### src/rtl/prog_loader.sv
// Boot-time program loader: assembles a length-prefixed, XOR-checksummed byte
// stream into 32-bit words, writes them to instruction memory and releases the CPU.
module prog_loader #(
  parameter int ADDR_WIDTH = 14
) (
  input  logic                  clk,
  input  logic                  rst,
  input  logic [7:0]            rx_data,
  input  logic                  rx_valid,
  output logic                  rx_ready,
  output logic                  imem_we,
  output logic [ADDR_WIDTH-1:0] imem_addr,
  output logic [31:0]           imem_wdata,
  output logic                  cpu_rst,
  output logic                  done,
  output logic                  error
);

  localparam logic [2:0] S_LEN  = 3'd0;
  localparam logic [2:0] S_DATA = 3'd1;
  localparam logic [2:0] S_CSUM = 3'd2;
  localparam logic [2:0] S_DONE = 3'd3;
  localparam logic [2:0] S_ERR  = 3'd4;

  // Largest legal word count is the full memory, so compare in 33 bits.
  localparam logic [32:0] CAPACITY = 33'd1 << ADDR_WIDTH;

  logic [2:0]            state_q, state_d;
  logic [1:0]            byte_cnt_q, byte_cnt_d;
  logic [ADDR_WIDTH:0]   word_cnt_q, word_cnt_d;
  logic [31:0]           len_q, len_d;
  logic [31:0]           asm_q, asm_d;
  logic [7:0]            csum_q, csum_d;
  logic                  rx_ready_q, rx_ready_d;
  logic                  we_q, we_d;
  logic [ADDR_WIDTH-1:0] addr_q, addr_d;
  logic [31:0]           wdata_q, wdata_d;
  logic                  cpu_rst_q, cpu_rst_d;
  logic                  done_q, done_d;
  logic                  error_q, error_d;

  logic                  accept;
  logic [31:0]           len_full;
  logic [31:0]           word_full;
  logic [ADDR_WIDTH:0]   word_next;

  assign accept    = rx_valid && rx_ready_q;
  assign len_full  = {rx_data, len_q[31:8]};
  assign word_full = {rx_data, asm_q[31:8]};
  assign word_next = word_cnt_q + 1'b1;

  always_comb begin
    state_d    = state_q;
    byte_cnt_d = byte_cnt_q;
    word_cnt_d = word_cnt_q;
    len_d      = len_q;
    asm_d      = asm_q;
    csum_d     = csum_q;
    we_d       = 1'b0;
    addr_d     = addr_q;
    wdata_d    = wdata_q;
    case (state_q)
      S_LEN: begin
        if (accept) begin
          len_d      = len_full;
          csum_d     = csum_q ^ rx_data;
          byte_cnt_d = byte_cnt_q + 2'd1;
          if (byte_cnt_q == 2'd3) begin
            if ({1'b0, len_full} > CAPACITY) state_d = S_ERR;
            else if (len_full == 32'd0)      state_d = S_CSUM;
            else                             state_d = S_DATA;
          end
        end
      end
      S_DATA: begin
        if (accept) begin
          asm_d      = word_full;
          csum_d     = csum_q ^ rx_data;
          byte_cnt_d = byte_cnt_q + 2'd1;
          if (byte_cnt_q == 2'd3) begin
            we_d       = 1'b1;
            addr_d     = word_cnt_q[ADDR_WIDTH-1:0];
            wdata_d    = word_full;
            word_cnt_d = word_next;
            if ({{(31-ADDR_WIDTH){1'b0}}, word_next} == len_q) state_d = S_CSUM;
          end
        end
      end
      S_CSUM: begin
        if (accept) state_d = (rx_data == csum_q) ? S_DONE : S_ERR;
      end
      default: ;
    endcase
    // Status outputs follow the next state so they change on the deciding edge.
    rx_ready_d = (state_d == S_LEN) || (state_d == S_DATA) || (state_d == S_CSUM);
    done_d     = (state_d == S_DONE);
    cpu_rst_d  = (state_d == S_DONE);
    error_d    = (state_d == S_ERR);
  end

  always_ff @(posedge clk) begin
    if (!rst) begin
      state_q    <= S_LEN;
      byte_cnt_q <= '0;
      word_cnt_q <= '0;
      len_q      <= '0;
      asm_q      <= '0;
      csum_q     <= '0;
      rx_ready_q <= 1'b0;
      we_q       <= 1'b0;
      addr_q     <= '0;
      wdata_q    <= '0;
      cpu_rst_q  <= 1'b0;
      done_q     <= 1'b0;
      error_q    <= 1'b0;
    end else begin
      state_q    <= state_d;
      byte_cnt_q <= byte_cnt_d;
      word_cnt_q <= word_cnt_d;
      len_q      <= len_d;
      asm_q      <= asm_d;
      csum_q     <= csum_d;
      rx_ready_q <= rx_ready_d;
      we_q       <= we_d;
      addr_q     <= addr_d;
      wdata_q    <= wdata_d;
      cpu_rst_q  <= cpu_rst_d;
      done_q     <= done_d;
      error_q    <= error_d;
    end
  end

  assign rx_ready   = rx_ready_q;
  assign imem_we    = we_q;
  assign imem_addr  = addr_q;
  assign imem_wdata = wdata_q;
  assign cpu_rst    = cpu_rst_q;
  assign done       = done_q;
  assign error      = error_q;

endmodule
### config.mk
export PLATFORM = sky130hd
export DESIGN_NAME = prog_loader
export DESIGN_NICKNAME = d
export VERILOG_FILES = /design/src/rtl/prog_loader.sv
export SDC_FILE = /design/constraint.sdc
export NUM_CORES = 1
export LEC_CHECK = 0
export CAP_MARGIN = 30
export CORE_ASPECT_RATIO = 2
export CORE_MARGIN = 4
export CORE_UTILIZATION = 56
export CTS_CLUSTER_DIAMETER = 30
export DETAILED_ROUTE_END_ITERATION = 16
export PLACE_DENSITY = 0.8
export SLEW_MARGIN = 20
export SYNTH_ARGS = -nofsm -noshare
export SYNTH_HDL_FRONTEND = slang
export SYNTH_SLANG_ARGS = --single-unit
### constraint.sdc
create_clock -name clk -period 2.8 [get_ports clk]
set_clock_uncertainty 0.1 [all_clocks]
set_input_delay 0.56 -clock clk [delete_from_list [all_inputs] [get_ports clk]]
set_output_delay 0.56 -clock clk [all_outputs]
set_load 0.005 [all_outputs]
; Word-level counts from Yosys, hierarchy flattened
; Cells that the tools add are included.
[totals]
inputBits = 11
out_inout_bits = 51
wordCells = 48
register_bits = 142
[op_classes]
addsub = 2
n_eq_ne = 9
magnitude_cmp = 1
n_reduce_logical = 12
bitwise = 1
n_mux = 11
[ops]
columns = operator, count
row1 = == test 15 x 32 -> 1 bit, 1
row2 = greater-than comparator 32 x 15 -> 1 bit (second input constant), 1
row3 = zero test 32 bit, 1
row4 = two-way mux 3 bit, 8
row5 = adder 15 x 1 -> 15 bit (second input constant), 1
row6 = == test 3 x 2 -> 1 bit (second input constant), 3
row7 = one-hot mux 3 bit (3 select lines), 1
row8 = == test 8 bit, 1
row9 = XOR 8 bit, 1
row10 = == test 3 x 1 -> 1 bit (second input constant), 2
row11 = zero test 3 bit, 2
row12 = AND reduction 2 bit, 3
row13 = AND reduction 3 bit, 2
row14 = == test 3 bit (second input constant), 1
row15 = adder 2 x 1 -> 2 bit (second input constant), 1
row16 = == test 2 bit (second input constant), 1
row17 = logical OR 1 bit, 2
row18 = two-way mux 2 bit, 1
row19 = OR reduction 2 bit, 1
row20 = logical AND 1 bit, 1
row21 = two-way mux 1 bit, 1

; Longest topological paths before layout
; Gate-level depths: netlist of the first run.
[logic_depth]
depth_word = 9
ltp_mapped = 8
mapped_depth_nobuf = 8

; Least setup slack after synthesis of the first run
; Ideal clock, no wire load.
[synth_path]
path_kind = reg-to-reg
start = register word_cnt_q[0]
end = register done_q (netlist: done)
path_stages_with_launch = 9
synth_period_minus_slack_ps = 2542
t_required_ps = 2640
arrival_ps = 2382
setup_ps = 60
n_path_buf = 0
path_slack_ps = 258
cell_sequence = dfxtp_1 ha_1 nand3_1 nor4_1 xnor2_1 nand4_1 or4_1 nand3_1 and3b_1
[synth_via]
elab_chain_len = 7
[synth_rtl]
columns = item, line_no
row1 = "start, declared", 30  ; logic [ADDR_WIDTH:0] word_cnt_q, word_cnt_d;
row2 = "start signal, assigned", 119  ; word_cnt_q <= word_cnt_d;
row3 = adder 15 x 1 -> 15 bit, 50  ; assign word_next = word_cnt_q + 1'b1;
row4 = == test 15 x 32 -> 1 bit, 85  ; if ({{(31-ADDR_WIDTH){1'b0}}, word_next} == len_q) state_d = S_CSUM;
row5 = two-way mux 3 bit, 85
row6 = two-way mux 3 bit, 80  ; if (byte_cnt_q == 2'd3) begin
row7 = two-way mux 3 bit, 76  ; if (accept) begin
row8 = one-hot mux 3 bit (3 select lines), 62  ; case (state_q)
row9 = == test 3 x 2 -> 1 bit, 96  ; done_d = (state_d == S_DONE);
row10 = "end signal, assigned", 128  ; done_q <= done_d;
row11 = "end, declared", 39  ; logic done_q, done_d;
; No other way between the ends.
; A chain may end at the register's enable or synchronous reset.

; Worst setup path in the final report of the first run
[layout_path]
start = register len_q[16]
end = register done_q (netlist: done)
[layout_via]
elab_chain_len = 7
elab_cells_between_ends = 12
cone_classes = order compare: 1 / eq/ne: 2 / mux: 8 / reduce/logical: 1
[layout_rtl]
columns = item, line_no
row1 = "start, declared", 31  ; logic [31:0] len_q, len_d;
row2 = "start signal, assigned", 120  ; len_q <= len_d;
row3 = branches (longest 5 deep; another with greater-than comparator 32 x 15 -> 1 bit), -
row4 = one-hot mux 3 bit (3 select lines) *, 62
row5 = == test 3 x 2 -> 1 bit *, 96
; Every way passes the cells marked *.

==> metrics.txt, run 1 <==
# TYPE chip_impl_metric gauge
chip_impl_metric{name="number_of_enable_flip_flop_cells_after_synthesis",unit=""} 0
chip_impl_metric{name="postCtsHoldBufs",unit=""} 0
chip_impl_metric{name="yosys.area_share.adder",unit=""} 0.00455
chip_impl_metric{name="max_freq",unit="MHz"} 373
chip_impl_metric{name="cts.clk_slew.worst_paths",unit="ns"} 0.06
chip_impl_metric{name="setup-violations-final",unit=""} 0
chip_impl_metric{name="synth.distinct_cells",unit=""} 49
chip_impl_metric{name="floorplan.io_pins",unit=""} 62
chip_impl_metric{name="fraction_of_synthesized_area_in_multiplexers",unit=""} 0.00182
chip_impl_metric{name="std_cell_rows",unit=""} 51
chip_impl_metric{name="timing.setup.tns",unit="ns"} 0
chip_impl_info{name="setup.worst_path.end_class",value="flop"} 1
chip_impl_metric{name="min_period_over_period",unit=""} 0.958
chip_impl_metric{name="holdPathStages",unit=""} 2
chip_impl_metric{name="hold_slack",unit="ns"} 0.353
chip_impl_metric{name="wl_per_cell",unit="um"} 15.8
chip_impl_metric{name="path_max_fanout",unit=""} 3
chip_impl_metric{name="post_route_cells_drive_above_1_share",unit=""} 0.0914
chip_impl_metric{name="arrival_time_of_data_at_the_critical_path_endpoint",unit="ns"} 2.94
chip_impl_metric{name="cts_buffers",unit=""} 17
chip_impl_info{name="tritoncts",value="done"} 1
chip_impl_metric{name="die_height",unit="um"} 148
chip_impl_metric{name="yosys_warnings",unit=""} 0
chip_impl_metric{name="place.detailed.hpwl",unit="mm"} 9.95
chip_impl_metric{name="pre_cts_ws",unit="ns"} -0.102
chip_impl_metric{name="syn-instance-count",unit=""} 700
chip_impl_metric{name="dpl.cell_count",unit=""} 877
chip_impl_metric{name="final.fill_count",unit=""} 778
chip_impl_metric{name="drt_iter0_drc",unit=""} 358
chip_impl_info{name="r2r_start",value="len_q[16]$_SDFFE_PN0P_"} 1
chip_impl_metric{name="tightest_slew",unit="ns"} 0.464
chip_impl_metric{name="nNetsFinal",unit=""} 777
chip_impl_info{name="worstSetupPathType",value="reg -> reg"} 1
chip_impl_metric{name="diodes",unit=""} 0
chip_impl_metric{name="final.setup.worst_slack",unit="ns"} 0.118
chip_impl_metric{name="worst_vdd_drop",unit="mV"} 0.474
chip_impl_metric{name="max_root_sink_buffers",unit=""} 2
chip_impl_metric{name="timing.final.max_slew_violations",unit=""} 0
chip_impl_metric{name="synth.cell_area",unit="sq mm"} 0.00550
chip_impl_metric{name="place_area",unit="sq mm"} 0.00636
chip_impl_metric{name="worst_reg2reg_path_length_in_cells",unit=""} 6
chip_impl_info{name="timing.hold.worst.class",value="reg -> reg"} 1
chip_impl_metric{name="initial_antenna_violation_count",unit=""} 0
chip_impl_metric{name="cp_data_required_time",unit="ns"} 3.06
chip_impl_metric{name="synth_area_per_cell",unit="sq um"} 7.86
chip_impl_metric{name="numPortBuffers",unit=""} 61
chip_impl_metric{name="post_drt_via_cell_ratio",unit=""} 5.50
chip_impl_info{name="outcome",value="completed"} 1
chip_impl_metric{name="synth_simple_gate_area_frac",unit=""} 0.259
chip_impl_metric{name="final_period_minus_worst_setup_slack",unit="ns"} 2.68
chip_impl_metric{name="cts.sink_count",unit=""} 134
chip_impl_info{name="regToRegEndpoint",value="done$_SDFF_PN0_"} 1
chip_impl_metric{name="dr_total_vias",unit=""} 5003
chip_impl_metric{name="ys_async_sr_fraction",unit=""} 0
chip_impl_metric{name="syn2layout_area_growth",unit="%"} 27.2
chip_impl_metric{name="p_leak",unit="nW"} 2.45
chip_impl_metric{name="post_synthesis_xor_xnor_area_fraction",unit=""} 0.0837
chip_impl_metric{name="syn_nets",unit=""} 713
chip_impl_metric{name="remaining_drc_errors",unit=""} 0
chip_impl_metric{name="reg2reg_setup_slack",unit="ns"} 0.12
chip_impl_metric{name="wire_length_of_the_first_global_routing_pass",unit="mm"} 23.2
chip_impl_metric{name="hold_violations",unit=""} 0
chip_impl_metric{name="cts.repair.resized",unit=""} 0
chip_impl_metric{name="pin_count_of_the_biggest_net_entering_global_routing",unit=""} 55
chip_impl_metric{name="globalplace.congestion",unit=""} 0.914
chip_impl_info{name="timing.hold.worst_endpoint",value="imem_wdata[4]$_SDFFE_PN0P_"} 1
chip_impl_metric{name="ys_ff_latch",unit=""} 134
chip_impl_metric{name="routed_wl",unit="mm"} 14.4
chip_impl_metric{name="full_die_area",unit="sq mm"} 0.0116
chip_impl_metric{name="detail-route-antenna-nets",unit=""} 0
chip_impl_info{name="grt_setup_unrepaired",value="false"} 1
chip_impl_metric{name="share_of_the_synthesized_area_in_compound_gates_ao_oa_aoi_oai",unit=""} 0.125
chip_impl_metric{name="clock_insertion_delay_worst_skew",unit="ns"} 0.42
chip_impl_metric{name="postCtsSetupBuffers",unit=""} 0
chip_impl_info{name="synth-main-ff-cell",value="sky130_fd_sc_hd__dfxtp_1"} 1
chip_impl_info{name="cts_root_buffer",value="sky130_fd_sc_hd__clkbuf_16"} 1
chip_impl_metric{name="power-per-cell-area",unit="mW/mm^2"} 644
chip_impl_metric{name="dr.pass1.iters",unit=""} 5
chip_impl_metric{name="worst_slew_margin_rel",unit=""} 0.688
chip_impl_metric{name="start_util",unit=""} 0.567
chip_impl_metric{name="htreeDepth",unit=""} 4
chip_impl_info{name="cp-start-kind",value="flop"} 1
chip_impl_metric{name="grt-ovfl-total",unit=""} 0
chip_impl_info{name="min_delay_startpoint",value="imem_wdata[4]$_SDFFE_PN0P_"} 1
chip_impl_info{name="combinational_family_with_the_most_area_after_synthesis",value="simple AND/OR/NAND/NOR gates"} 1
chip_impl_metric{name="finalNonFillerCells",unit=""} 909
chip_impl_metric{name="overall_track_demand_over_capacity_in_global_routing",unit=""} 0.254
chip_impl_metric{name="max_cap_violations",unit=""} 0
chip_impl_metric{name="die_width",unit="um"} 78.1
chip_impl_metric{name="coreArea",unit="sq mm"} 0.00970
chip_impl_metric{name="fin_area",unit="sq mm"} 0.00700
chip_impl_metric{name="synth_sequential_area_ratio",unit=""} 0.488
chip_impl_metric{name="grt_pass1_vias",unit=""} 5072
[sequential cells by signal, summed over array words and instances, names as in the netlist, 2 cells and up]
register	cells
imem_wdata	32
imem_addr	14
len_q	32
asm_q	24
state_q	3
byte_cnt_q	2
csum_q	8
word_cnt_q	15
[cell usage in the layout (no fill, tap or decap), types with 2 or more instances in the layout]
cell type,instances
sky130_fd_sc_hd__buf_4,31
sky130_fd_sc_hd__nor4_1,10
sky130_fd_sc_hd__or4_1,5
sky130_fd_sc_hd__and2_1,5
sky130_fd_sc_hd__a21oi_1,107
sky130_fd_sc_hd__nor3_1,6
sky130_fd_sc_hd__nand2_1,232
sky130_fd_sc_hd__inv_6,7
sky130_fd_sc_hd__and3_1,2
sky130_fd_sc_hd__xor2_1,24
sky130_fd_sc_hd__nor3b_1,3
sky130_fd_sc_hd__inv_1,3
sky130_fd_sc_hd__nand3_1,12
sky130_fd_sc_hd__clkbuf_16,17
sky130_fd_sc_hd__nor2_1,33
sky130_fd_sc_hd__nand2b_1,2
sky130_fd_sc_hd__nand4_1,11
sky130_fd_sc_hd__xnor2_1,26
sky130_fd_sc_hd__ha_1,2
sky130_fd_sc_hd__dfxtp_1,134
sky130_fd_sc_hd__bufinv_16,4
sky130_fd_sc_hd__clkinvlp_4,2
sky130_fd_sc_hd__clkinv_4,2
sky130_fd_sc_hd__o22ai_1,2
sky130_fd_sc_hd__buf_12,2
sky130_fd_sc_hd__clkdlybuf4s50_1,61
sky130_fd_sc_hd__nor2b_1,3
sky130_fd_sc_hd__o21ai_0,3
[how the worst max path moves through the flow]
stage,slack (ns),depth (start not counted),endpoint,start
global route,0.03,6,done$_SDFF_PN0_,len_q[16]$_SDFFE_PN0P_
detailed placement,-0.10,8,done$_SDFF_PN0_,rx_valid
global placement,-0.05,8,done$_SDFF_PN0_,rx_valid
CTS,0.13,6,done$_SDFF_PN0_,len_q[16]$_SDFFE_PN0P_
finish,0.12,6,done$_SDFF_PN0_,len_q[16]$_SDFFE_PN0P_
floorplan,0.26,8,done$_SDFF_PN0_,word_cnt_q[0]$_SDFFE_PN0P_
[through the flow]
step / power [mW] / util
floorplan: 2.07 / -
global placement: 2.14 / 0.655
detailed placement: 2.14 / 0.655
CTS: 4.52 / 0.721
global route: 4.63 / 0.721
finish: 4.50 / 0.721
[cell type report]
cell class              instances  area, sq um  share of cell area
clock buffers                  17          425              0.0608
well taps                     132          165              0.0236
flip-flops and latches        134         2680               0.383
repair buffers                 94          883               0.126
inverters                       4         16.3             0.00233
clock inverters                15          214              0.0306
multi-input cells             513         2610               0.373
[kinds of logic after synthesis]
| family | Yosys count |
|---|---|
| AOI/OAI and AO/OA | 126 |
| DFF | 134 |
| adders and majority gates | 2 |
| muxes | 1 |
| xor gates and xnor gates | 51 |
| and+or+nand+nor | 333 |
| buffers and inverters | 53 |
[worst max-delay path, stage by stage (launching register included)]
cell                      delay, ns
sky130_fd_sc_hd__dfxtp_1       0.32
sky130_fd_sc_hd__or4_1         0.55
sky130_fd_sc_hd__or4_1         0.53
sky130_fd_sc_hd__a211o_1       0.34
sky130_fd_sc_hd__a311o_1       0.38
sky130_fd_sc_hd__or2_0         0.21
sky130_fd_sc_hd__and3b_1       0.20
[report_power, final]
part	internal, mW	leakage [nW]	switching, mW
registers	1.92	1.08	0.0165
clock network	1.51	0.306	0.888
logic	0.0647	1.06	0.0977
total	3.50	2.45	1.00
[synth_stat cells (3+ instances only)]
cell / instances / area [sq um]
sky130_fd_sc_hd__nand2_1: 232 / 871
sky130_fd_sc_hd__dfxtp_1: 134 / 2680
sky130_fd_sc_hd__a21oi_1: 107 / 536
sky130_fd_sc_hd__clkbuf_1: 43 / 161
sky130_fd_sc_hd__nor2_1: 33 / 124
sky130_fd_sc_hd__xnor2_1: 26 / 228
sky130_fd_sc_hd__xor2_1: 24 / 210
sky130_fd_sc_hd__nand3_1: 12 / 60.1
sky130_fd_sc_hd__nand4_1: 11 / 68.8
sky130_fd_sc_hd__nor4_1: 10 / 62.6
sky130_fd_sc_hd__nor3_1: 6 / 30.0
sky130_fd_sc_hd__and2_1: 5 / 31.3
sky130_fd_sc_hd__or4_1: 5 / 37.5
sky130_fd_sc_hd__inv_1: 4 / 15.0
sky130_fd_sc_hd__and3_1: 3 / 18.8
sky130_fd_sc_hd__buf_1: 3 / 11.3
sky130_fd_sc_hd__nor2b_1: 3 / 18.8
sky130_fd_sc_hd__nor3b_1: 3 / 22.5
sky130_fd_sc_hd__o21ai_0: 3 / 15.0
[metal layers]
metal	global-route usage	wire length [um]	vias up
met5	0	0	-
met4	0.165	773	0
met3	0.0430	570	66
met2	0.476	7880	164
met1	0.250	5140	2333
li1	-	-	2440
No activity file was read; power rests on OpenSTA's default activity.
==> run 2, diff against run 1 <==
--- a/config.mk
+++ b/config.mk
@@ -16,3 +16,4 @@
 export SYNTH_ARGS = -nofsm -noshare
 export SYNTH_HDL_FRONTEND = slang
 export SYNTH_SLANG_ARGS = --single-unit
+export TNS_END_PERCENT = 30
==> results of run 2 <==
Final layout, timing and power as in run 1 (identical DEF).
==> run 3, diff against run 2 <==
--- a/config.mk
+++ b/config.mk
@@ -5,13 +5,14 @@
 export SDC_FILE = /design/constraint.sdc
 export NUM_CORES = 1
 export LEC_CHECK = 0
+export ABC_AREA = 1
 export CAP_MARGIN = 30
 export CORE_ASPECT_RATIO = 2
 export CORE_MARGIN = 4
 export CORE_UTILIZATION = 56
 export CTS_CLUSTER_DIAMETER = 30
 export DETAILED_ROUTE_END_ITERATION = 16
-export PLACE_DENSITY = 0.8
+export PLACE_DENSITY = 0.79
 export SLEW_MARGIN = 20
 export SYNTH_ARGS = -nofsm -noshare
 export SYNTH_HDL_FRONTEND = slang
==> run 3 against run 2 <==
  * Setup slack improved by 0.33 ns
  * Register-to-register slack gained 0.33 ns
  * Fmax increased by 14%
  * Largest power group unchanged
  * Power is 1.2% lower
  * Combinational power increased by 72%
  * First-iteration DRC count increased by 13%
  * Clock power down 9.2%
  * Critical path type unchanged
  * Synthesized cell count increased by 11%
  * Design area is 1.8% lower
  * Sequential power increased by 3%
==> metrics.txt, run 3 <==
# TYPE chip_impl_metric gauge
chip_impl_info{name="outcome",value="completed"} 1
chip_impl_metric{name="routed_wl",unit="mm"} 15.2
chip_impl_metric{name="cts.clk_slew.worst_paths",unit="ns"} 0.06
chip_impl_metric{name="max_cap_violations",unit=""} 0
chip_impl_metric{name="synth.distinct_cells",unit=""} 26
chip_impl_metric{name="final_period_minus_worst_setup_slack",unit="ns"} 2.35
chip_impl_metric{name="synth.cell_area",unit="sq mm"} 0.00557
chip_impl_metric{name="syn_nets",unit=""} 787
chip_impl_info{name="worstSetupPathType",value="reg -> reg"} 1
chip_impl_metric{name="power-per-cell-area",unit="mW/mm^2"} 648
chip_impl_metric{name="yosys.area_share.adder",unit=""} 0.00449
chip_impl_metric{name="overall_track_demand_over_capacity_in_global_routing",unit=""} 0.271
chip_impl_metric{name="final.fill_count",unit=""} 812
chip_impl_metric{name="share_of_the_synthesized_area_in_compound_gates_ao_oa_aoi_oai",unit=""} 0.171
chip_impl_info{name="r2r_start",value="word_cnt_q[1]$_SDFFE_PN0P_"} 1
chip_impl_metric{name="max_root_sink_buffers",unit=""} 2
chip_impl_info{name="cts_root_buffer",value="sky130_fd_sc_hd__clkbuf_16"} 1
chip_impl_metric{name="global_route.usage.met3",unit=""} 0.0695
chip_impl_metric{name="ys_ff_latch",unit=""} 134
chip_impl_metric{name="wl_per_cell",unit="um"} 15.6
chip_impl_info{name="timing.hold.worst.class",value="reg -> reg"} 1
chip_impl_metric{name="tightest_slew",unit="ns"} 0.906
chip_impl_metric{name="fraction_of_synthesized_area_in_multiplexers",unit=""} 0
chip_impl_metric{name="wire_length_of_the_first_global_routing_pass",unit="mm"} 24.6
chip_impl_metric{name="path_max_fanout",unit=""} 6
chip_impl_metric{name="diodes",unit=""} 0
chip_impl_metric{name="synthDominantCellAreaShare",unit=""} 0.482
chip_impl_metric{name="drt_iter0_drc",unit=""} 405
chip_impl_metric{name="floorplan.io_pins",unit=""} 62
chip_impl_info{name="synthDominantAreaCellType",value="sky130_fd_sc_hd__dfxtp_1"} 1
chip_impl_info{name="regToRegEndpoint",value="rx_ready$_SDFF_PN0_"} 1
chip_impl_metric{name="die_width",unit="um"} 78.5
chip_impl_metric{name="dpl.cell_count",unit=""} 942
chip_impl_metric{name="synth_simple_gate_area_frac",unit=""} 0.258
chip_impl_metric{name="nNetsFinal",unit=""} 842
chip_impl_metric{name="dr.pass1.iters",unit=""} 5
chip_impl_metric{name="worst_reg2reg_path_length_in_cells",unit=""} 15
chip_impl_metric{name="postCtsSetupBuffers",unit=""} 0
chip_impl_metric{name="coreArea",unit="sq mm"} 0.00970
chip_impl_metric{name="post_drt_via_cell_ratio",unit=""} 5.49
chip_impl_metric{name="cts_buffers",unit=""} 17
chip_impl_metric{name="cts.sink_count",unit=""} 134
chip_impl_metric{name="initial_antenna_violation_count",unit=""} 0
chip_impl_info{name="startpoint",value="word_cnt_q[1]$_SDFFE_PN0P_"} 1
chip_impl_metric{name="grt_pass1_vias",unit=""} 5302
chip_impl_info{name="yosys.cell_count.top_type",value="sky130_fd_sc_hd__nand2_1"} 1
chip_impl_info{name="setup.worst_path.end_class",value="flop"} 1
chip_impl_metric{name="groute.layer.met1.usage",unit=""} 0.258
chip_impl_metric{name="clock_insertion_delay_worst_skew",unit="ns"} 0.42
chip_impl_metric{name="yosys_warnings",unit=""} 0
chip_impl_info{name="grt_most_used_layer",value="met2"} 1
chip_impl_metric{name="multi_input_area",unit="sq mm"} 0.00250
chip_impl_metric{name="number_of_enable_flip_flop_cells_after_synthesis",unit=""} 0
chip_impl_info{name="tritoncts",value="done"} 1
chip_impl_metric{name="htreeDepth",unit=""} 4
chip_impl_metric{name="p_leak",unit="nW"} 2.72
chip_impl_metric{name="full_die_area",unit="sq mm"} 0.0117
chip_impl_info{name="timing.critical_path.to",value="rx_ready$_SDFF_PN0_"} 1
chip_impl_metric{name="timing.final.max_slew_violations",unit=""} 0
chip_impl_metric{name="cp_data_required_time",unit="ns"} 3.05
chip_impl_metric{name="worst_vdd_drop",unit="mV"} 0.580
chip_impl_metric{name="syn2layout_area_growth",unit="%"} 23.3
chip_impl_info{name="combinational_family_with_the_most_area_after_synthesis",value="simple AND/OR/NAND/NOR gates"} 1
chip_impl_metric{name="final-seq-area",unit="sq mm"} 0.00268
chip_impl_metric{name="arrival_time_of_data_at_the_critical_path_endpoint",unit="ns"} 2.60
chip_impl_metric{name="pin_count_of_the_biggest_net_entering_global_routing",unit=""} 77
chip_impl_metric{name="ys_async_sr_fraction",unit=""} 0
chip_impl_info{name="grt_setup_unrepaired",value="false"} 1
chip_impl_metric{name="detail-route-antenna-nets",unit=""} 0
chip_impl_info{name="synth_top_cells_by_area",value="sky130_fd_sc_hd__dfxtp_1, sky130_fd_sc_hd__nand2_1, sky130_fd_sc_hd__a21oi_1"} 1
chip_impl_metric{name="place.detailed.hpwl",unit="mm"} 10.8
chip_impl_info{name="post_synth_most_frequent_cells",value="sky130_fd_sc_hd__nand2_1, sky130_fd_sc_hd__dfxtp_1, sky130_fd_sc_hd__a21oi_1"} 1
chip_impl_metric{name="numPortBuffers",unit=""} 61
chip_impl_metric{name="min_period_over_period",unit=""} 0.839
chip_impl_metric{name="post_synthesis_xor_xnor_area_fraction",unit=""} 0.0142
chip_impl_metric{name="cts.repair.resized",unit=""} 0
chip_impl_metric{name="finalNonFillerCells",unit=""} 974
chip_impl_metric{name="global_route.usage.met2",unit=""} 0.491
chip_impl_metric{name="synth_sequential_area_ratio",unit=""} 0.482
chip_impl_metric{name="postCtsHoldBufs",unit=""} 0
chip_impl_metric{name="timing.setup.tns",unit="ns"} 0
chip_impl_info{name="cp-start-kind",value="flop"} 1
chip_impl_metric{name="post_route_cells_drive_above_1_share",unit=""} 0.0760
chip_impl_info{name="synth-main-ff-cell",value="sky130_fd_sc_hd__dfxtp_1"} 1
chip_impl_metric{name="grt-ovfl-total",unit=""} 0
chip_impl_metric{name="start_util",unit=""} 0.574
chip_impl_metric{name="globalplace.congestion",unit=""} 0.951
chip_impl_metric{name="synth_area_per_cell",unit="sq um"} 7.20
chip_impl_metric{name="syn-instance-count",unit=""} 774
chip_impl_metric{name="remaining_drc_errors",unit=""} 0
chip_impl_metric{name="dr_total_vias",unit=""} 5352
chip_impl_metric{name="max_freq",unit="MHz"} 425
chip_impl_metric{name="setup-violations-final",unit=""} 0
chip_impl_info{name="most_common_library_cell_in_the_layout_ignoring_fill_and_taps",value="sky130_fd_sc_hd__nand2_1"} 1
chip_impl_metric{name="std_cell_rows",unit=""} 51
chip_impl_metric{name="reg2reg_setup_slack",unit="ns"} 0.45
chip_impl_metric{name="die_height",unit="um"} 149
chip_impl_info{name="layout_common_cells",value="sky130_fd_sc_hd__nand2_1, sky130_fd_sc_hd__dfxtp_1, sky130_fd_sc_hd__a21oi_1, sky130_fd_sc_hd__nor2_1, sky130_fd_sc_hd__o21ai_0"} 1
chip_impl_metric{name="hold_violations",unit=""} 0
chip_impl_metric{name="worst_slew_margin_rel",unit=""} 0.395
==> run 3: changes by cell type after synthesis, sizes merged, moves of 4 or more <==
cell and delta:
o21ai +76, nor2 +67, inv +58, nand2 -55, nand3 +37, xnor2 -21, xor2 -20, clkbuf -10
nor4 -9, a21oi -6, and2 -5, or4 -5, nor3 -4
==> run 3: final cells by class <==
cell class | instances | area share
flip-flops and latches | 134 | 0.391
multi-input cells | 539 | 0.364
repair buffers | 75 | 0.103
clock buffers | 18 | 0.0625
inverters | 62 | 0.0339
well taps | 132 | 0.0240
clock inverters | 14 | 0.0219
==> run 3: logic make-up (layout without fill, tap and decap cells) <==
group | after synthesis | count (layout)
flops | 134 | 134
compound gates | 187 | 187
fa+ha+maj | 2 | 2
buf+inv | 101 | 169
xor+xnor | 9 | 9
simple gates | 341 | 341
==> run 3: worst max-delay path, cell delays in order (launching register included) <==
cell and delay, ns:
sky130_fd_sc_hd__dfxtp_1 0.45, sky130_fd_sc_hd__ha_1 0.26, sky130_fd_sc_hd__nand3_2 0.17, sky130_fd_sc_hd__inv_2 0.19, sky130_fd_sc_hd__nand2_2 0.07, sky130_fd_sc_hd__nand2_1 0.07, sky130_fd_sc_hd__nand2_1 0.06, sky130_fd_sc_hd__nand2_1 0.05
sky130_fd_sc_hd__nand2_1 0.06, sky130_fd_sc_hd__nor2_1 0.13, sky130_fd_sc_hd__nand2_1 0.08, sky130_fd_sc_hd__nor2_2 0.09, sky130_fd_sc_hd__nand3_1 0.12, sky130_fd_sc_hd__nand2_1 0.11, sky130_fd_sc_hd__nand3_2 0.11, sky130_fd_sc_hd__a21oi_1 0.16
==> run 3: per-stage QoR <==
step	cell area (sq um)	hold WS [ns]	worst slack [ns]	power (mW)	util
finish	6870	0.363	0.450	4.45	0.708
global route	6870	0.381	0.193	4.58	0.708
CTS	6870	0.364	0.504	4.46	0.708
detailed placement	6290	0.355	0.225	2.30	0.648
global placement	6290	0.354	0.265	2.29	0.648
floorplan	5570	0.341	0.979	2.20	-
==> run 3: power by group <==
| group | leakage, nW | internal (mW) | switching [mW] | total (mW) |
|---|---|---|---|---|
| Combinational | 1.36 | 0.0956 | 0.182 | 0.278 |
| Sequential | 1.09 | 1.96 | 0.0371 | 1.99 |
| Clock | 0.277 | 1.32 | 0.864 | 2.18 |
==> run 3: worst min path at each step <==
stage,depth (start not counted),slack [ns],startpoint,to
floorplan,2,0.34,len_q[16]$_SDFFE_PN0P_,len_q[16]$_SDFFE_PN0P_
global placement,2,0.35,imem_wdata[16]$_SDFFE_PN0P_,imem_wdata[16]$_SDFFE_PN0P_
detailed placement,2,0.36,imem_wdata[10]$_SDFFE_PN0P_,imem_wdata[10]$_SDFFE_PN0P_
CTS,2,0.36,imem_wdata[10]$_SDFFE_PN0P_,imem_wdata[10]$_SDFFE_PN0P_
global route,2,0.38,imem_wdata[10]$_SDFFE_PN0P_,imem_wdata[10]$_SDFFE_PN0P_
finish,2,0.36,imem_wdata[10]$_SDFFE_PN0P_,imem_wdata[10]$_SDFFE_PN0P_
==> run 3: metal layers <==
layer	wire [um]	share of wire
met2	8090	0.53
met5	0	0
met3	717	0.047
met4	1040	0.068
met1	5390	0.35
